<file path="src/rtl/instr_fetch_ctrl_pkg.sv">
// Shared definitions for the fetch sequencer and the control unit:
// the fetch state encoding and the instruction set opcodes.
package instr_fetch_ctrl_pkg;

  // Fetch sequencer states
  typedef enum logic [2:0] {
    ST_IDLE    = 3'd0,
    ST_LOAD    = 3'd1,
    ST_ISSUE   = 3'd2,
    ST_WAIT    = 3'd3,
    ST_PRESENT = 3'd4,
    ST_HALT    = 3'd5
  } fetch_state_e;

  // Instruction set opcodes (one 8-bit word per instruction)
  localparam int OP_LOADA = 1;
  localparam int OP_LOADB = 2;
  localparam int OP_STORE = 3;
  localparam int OP_ADD   = 4;
  localparam int OP_SUB   = 5;
  localparam int OP_AND   = 6;
  localparam int OP_OR    = 7;
  localparam int OP_XOR   = 8;
  localparam int OP_JMP   = 16;
  localparam int OP_JZ    = 17;
  localparam int OP_OUT   = 24;
  localparam int OP_ENDOP = 25;
  localparam int OP_NOP   = 26;

  // True when an instruction word is the end-of-program opcode
  function automatic logic is_endop(input logic [7:0] instr);
    return instr == 8'(OP_ENDOP);
  endfunction

endpackage

</file>
<file path="src/rtl/instr_fetch_ctrl.sv">
// Fetch sequencer: owns the PC, issues instruction memory reads, absorbs
// the one-cycle read latency and presents each fetched word to the control
// unit over a valid/ready handshake. Also gates host program loading,
// accepts jump redirects and stops on the end-of-program opcode.
module instr_fetch_ctrl
  import instr_fetch_ctrl_pkg::*;
#(
  parameter int DATA_WIDTH  = 8,
  parameter int ADDR_WIDTH  = 8,
  parameter int START_ADDR  = 0,
  parameter int HALT_OPCODE = OP_ENDOP
) (
  input  logic                  clk,
  input  logic                  rst_n,
  input  logic                  load_en,
  input  logic                  load_valid,
  input  logic [ADDR_WIDTH-1:0] load_addr,
  input  logic [DATA_WIDTH-1:0] load_data,
  input  logic                  start,
  output logic                  mem_we,
  output logic [ADDR_WIDTH-1:0] mem_w_addr,
  output logic [DATA_WIDTH-1:0] mem_w_instr,
  output logic [ADDR_WIDTH-1:0] mem_r_addr,
  input  logic [DATA_WIDTH-1:0] mem_r_instr,
  output logic                  ir_valid,
  input  logic                  ir_ready,
  output logic [DATA_WIDTH-1:0] ir_data,
  output logic [ADDR_WIDTH-1:0] ir_pc,
  input  logic                  redirect_valid,
  input  logic [ADDR_WIDTH-1:0] redirect_addr,
  output logic                  busy,
  output logic                  halted
);

  localparam logic [ADDR_WIDTH-1:0] START_PC = ADDR_WIDTH'(START_ADDR);
  localparam logic [DATA_WIDTH-1:0] HALT_OP  = DATA_WIDTH'(HALT_OPCODE);

  fetch_state_e          state;
  logic [ADDR_WIDTH-1:0] pc;

  // The read address is the PC register itself, so it never glitches
  assign mem_r_addr = pc;

  // Host write port: a straight pass-through, enabled only while loading
  assign mem_we      = (state == ST_LOAD) && load_valid;
  assign mem_w_addr  = load_addr;
  assign mem_w_instr = load_data;

  // Status flags decode the registered state, so ir_ready/redirect never reach them
  assign ir_valid = (state == ST_PRESENT);
  assign busy     = (state == ST_ISSUE) || (state == ST_WAIT) || (state == ST_PRESENT);
  assign halted   = (state == ST_HALT);

  // Fetch FSM: load gating, issue/wait/present cycle, redirects and halt
  always_ff @(posedge clk or negedge rst_n) begin
    if (!rst_n) begin
      state   <= ST_IDLE;
      pc      <= START_PC;
      ir_data <= '0;
      ir_pc   <= '0;
    end else begin
      case (state)
        ST_IDLE, ST_HALT: begin
          if (load_en) begin
            state <= ST_LOAD;
          end else if (start) begin
            state <= ST_ISSUE;
            pc    <= START_PC;
          end
        end

        ST_LOAD: begin
          if (!load_en) begin
            state <= ST_IDLE;
          end
        end

        ST_ISSUE, ST_WAIT, ST_PRESENT: begin
          if (load_en) begin
            state <= ST_LOAD;
          end else if (redirect_valid) begin
            // Any word in flight is dropped; the jump target is fetched next
            state <= ST_ISSUE;
            pc    <= redirect_addr;
          end else if (state == ST_ISSUE) begin
            state <= ST_WAIT;
          end else if (state == ST_WAIT) begin
            ir_data <= mem_r_instr;
            ir_pc   <= pc;
            pc      <= pc + ADDR_WIDTH'(1);
            state   <= ST_PRESENT;
          end else if (ir_ready) begin
            state <= (ir_data == HALT_OP) ? ST_HALT : ST_ISSUE;
          end
        end

        default: begin
          state <= ST_IDLE;
        end
      endcase
    end
  end

endmodule

</file>
<file path="config.mk">
export PLATFORM = sky130hd
export DESIGN_NAME = instr_fetch_ctrl
export DESIGN_NICKNAME = d
export VERILOG_FILES = /design/src/rtl/instr_fetch_ctrl_pkg.sv /design/src/rtl/instr_fetch_ctrl.sv
export SDC_FILE = /design/constraint.sdc
export NUM_CORES = 1
export LEC_CHECK = 0
export BUFFER_PORTS_ARGS = -buffer_cell sky130_fd_sc_hd__buf_2
export CORE_MARGIN = 5
export CORE_UTILIZATION = 46
export DETAILED_ROUTE_END_ITERATION = 12
export HOLD_SLACK_MARGIN = 0.02
export PLACE_DENSITY_LB_ADDON = 0.2
export SYNTH_ARGS = -nofsm -noshare
export SYNTH_HDL_FRONTEND = slang
export SYNTH_SLANG_ARGS = --single-unit
</file>
<file path="constraint.sdc">
create_clock -name clk -period 1.9 [get_ports clk]
set_input_delay 0.38 -clock clk [delete_from_list [all_inputs] [get_ports clk]]
set_output_delay 0.38 -clock clk [all_outputs]
set_load 0.005 [all_outputs]
</file>
==> flow_metrics.env <==
export IMPL_synth_seq_cells=27
export IMPL_clockRootBuffer="clkbuf_8"
export IMPL_drv_cap=0
export IMPL_finalPower_mw=2.56
export IMPL_powerDensity_nw_per_um2=1200
export IMPL_min_period_over_period=0.984
export IMPL_final_util=0.581
export IMPL_placed_area_um2=1950
export IMPL_n_antenna_cell=0
export IMPL_vias=1431
export IMPL_die_h_um=71.5
export IMPL_clkPwrFrac=0.134
export IMPL_final_hold_violation_count=0
export IMPL_yosysSeqAreaShare=0.388
export IMPL_dp_cells=241
export IMPL_hpwl_um=3220
export IMPL_design_area_um2=2130
export IMPL_die_w_um=71.5
export IMPL_initialDrtViolationCount=115
export IMPL_intPower_mw=1.60
export IMPL_hold_path_class="in2async"
export IMPL_grt_max_degree=28
export IMPL_ff2ff_setup_slack_ps=30
export IMPL_ant_nets=0
export IMPL_pwr_share_comb=0.462
export IMPL_max_slew_worst_pin_slew_ps=615
export IMPL_status="finished, final reports clean"
export IMPL_viasPerCell=5.66
export IMPL_clockBufferDepth=2
export IMPL_p_seq_frac=0.404
export IMPL_cp_cell_sequence="buf_6 > nor4b_4 > o21ba_4 > a221o_1 > a22o_1"
export IMPL_path_class="reg2reg"
export IMPL_ys_warn_count=0
export IMPL_rows=22
export IMPL_syn_area_per_cell_um2=10.9
export IMPL_slew_viol_final=0
export IMPL_cp_arrival_ps=2040
export IMPL_initial_utilization=0.475
export IMPL_drc_errors=0
export IMPL_globalRouteTotalUtil=0.171
export IMPL_cts_clk_slew_worst_paths_ps=100
export IMPL_fin_cells=253
export IMPL_setup_viol=0
export IMPL_layout_area_overhead_vs_synth_pct=22.3
export IMPL_period_minus_slack_ps=1870
export IMPL_postCtsHoldBufs=0
export IMPL_synthCells=160
export IMPL_dieArea_um2=5110
export IMPL_cts_tree="yes"
export IMPL_cp_slowest_cell="dfrtp_2"
export IMPL_cts_sinks=27
export IMPL_relSlewSlack=0.590
export IMPL_gr_total_overflow=0
export IMPL_first_global_vias=1409
export IMPL_max_freq_mhz=535
export IMPL_ys_types=53
export IMPL_core_area_um2=3660
export IMPL_io_buffers=50
export IMPL_grt_setup_unrepaired="yes"
export IMPL_synthFlopType="dfrtp_1"
export IMPL_startpoint_type="register"
export IMPL_drive_above_1_share=0.468
export IMPL_wire_per_inst_um=17.4
export IMPL_switchingPower_mw=0.961
export IMPL_cts_buffers_inserted=3
export IMPL_io_pins=83
export IMPL_synth_edf_count=0
export IMPL_reg2reg_to="mem_r_addr[0]"
export IMPL_fillers=330
export IMPL_wl_um=4400
export IMPL_crit_reg2reg_launch="state[1]"
export IMPL_r2r_cells=5
export IMPL_async_flop_share=1.00
export IMPL_ir_drop_v=0.000613
export IMPL_worstPathMaxFanout=7
export IMPL_crit_path_end_kind="register"
export IMPL_htreeDepth=1
export IMPL_cp_required_ps=2070
export IMPL_antenna_found_initial=0
export IMPL_p_leak_nw=1.04
export IMPL_max_stage_delay_ps=460
export IMPL_insertion_delay_ps=270
export IMPL_synth_nets=200
export IMPL_p_sw_frac=0.376
export IMPL_syn_area_um2=1740
export IMPL_finalClockSkew_ps=1.71
export IMPL_globalplace_congestion=0.794
export IMPL_drt_pre_antenna_iters=4
export IMPL_nets=246
export IMPL_grt_pass1_wl_um=7040
[what timing repair did]
item | CTS | global route
setup endpoints to repair | 1 | 11
pin swaps | 0 | 6
setup buffers | 4 | 4
resized for setup | 4 | 12
[synthesized netlist by cell type (2+ instances only)]
cell | number | area (um2)
nor4bb_1 | 2 | 20.0
dfrtp_1 | 27 | 676
mux2_2 | 7 | 78.8
and4b_1 | 2 | 20.0
inv_1 | 7 | 26.3
a21oi_1 | 2 | 10.0
a2111o_1 | 3 | 33.8
a221o_1 | 4 | 40.0
nand2_1 | 9 | 33.8
o211ai_1 | 3 | 22.5
nand2b_1 | 2 | 12.5
buf_4 | 16 | 120
and3b_1 | 2 | 17.5
mux2_1 | 11 | 124
clkbuf_1 | 2 | 7.51
o41a_1 | 2 | 22.5
nand3_1 | 5 | 25.0
o221ai_1 | 3 | 26.3
buf_6 | 2 | 22.5
nor2b_1 | 2 | 12.5
nor2_1 | 8 | 30.0
o21ai_0 | 2 | 10.0
o31ai_1 | 2 | 15.0
buf_2 | 4 | 20.0
nor3_1 | 3 | 15.0
[layout make-up]
| class | count | area (um2) | area share |
|---|---|---|---|
| flip-flops and latches | 27 | 679 | 0.319 |
| repair buffers | 65 | 385 | 0.181 |
| well taps | 48 | 60.1 | 0.0282 |
| clock buffers | 3 | 41.3 | 0.0194 |
| clock inverters | 1 | 8.76 | 0.00412 |
| inverters | 8 | 33.8 | 0.0159 |
| multi-input cells | 101 | 920 | 0.432 |
[power by group through the flow]
stage	Sequential, mW	Combinational [mW]	Clock, mW
2_1_floorplan	1.02	0.652	0
3_3_place_gp	1.03	0.991	0
3_5_place_dp	1.05	1.01	0
4_1_cts	1.03	1.08	0.357
5_1_grt	1.07	1.30	0.388
6_report	1.03	1.18	0.343
[metrics by stage]
stage / TNS, ps / setup slack (ps) / hold slack (ps)
finish: 0 / 30.3 / 103
floorplan: 0 / 271 / 84.4
CTS: 0 / 2.09 / 124
global route: -159 / -49.4 / 149
global placement: 0 / 165 / 421
detailed placement: 0 / 107 / 431
[worst max-delay path, delay by kind of cell (launching register included)]
family | cells | cell delay [ps]
flops | 1 | 460
simple gates | 1 | 370
buf+inv | 1 | 140
compound gates | 3 | 790
[worst max path at each step]
stage / startpoint / slack, ps / end
finish: state[1] / 30 / mem_r_addr[0]
global route: state[1] / -50 / mem_r_addr[0]
CTS: state[0] / 2 / busy
detailed placement: state[0] / 110 / state[0]
global placement: state[0] / 170 / mem_r_addr[7]
floorplan: state[2] / 270 / mem_r_addr[1]
[layer usage]
layer  GRT usage  part of all wire  up-vias
met5           0                 0        -
met3      0.0491             0.077        7
li1            -                 -      679
met1       0.230              0.42      689
met2       0.271              0.48       56
met4      0.0438             0.014        0
[flip-flops by register name (all words and copies together), names as in the netlist]
| name | cells |
|---|---|
| ir_pc | 8 |
| mem_r_addr | 8 |
| state | 3 |
| ir_data | 8 |
[logic make-up (layout without fill, tap and decap cells)]
logic type	Yosys count	in the layout	synth area share
buffers and inverters	32	77	0.115
AND/OR/NAND/NOR	43	43	0.147
flip-flops	27	27	0.388
adder cells (fa/ha/maj)	1	1	0.00719
AO/OA/AOI/OAI	37	37	0.211
multiplexers	20	20	0.131
[layout by cell type, fill, tap and decap left out, drive strengths merged, types with 2 or more instances in the layout]
cell,count
buf,65
dfrtp,27
mux2,19
nand2,9
inv,8
nor2,8
nand3,5
a221o,4
o211ai,3
a2111o,3
clkbuf,3
o21ai,3
nor3,3
a21oi,3
o221ai,3
o31ai,3
nand2b,2
nor2b,2
nor4bb,2
and4b,2
and3b,2
o41a,2
a2111oi,2
and2,2
Note: power is estimated with default switching activity, not from simulation.
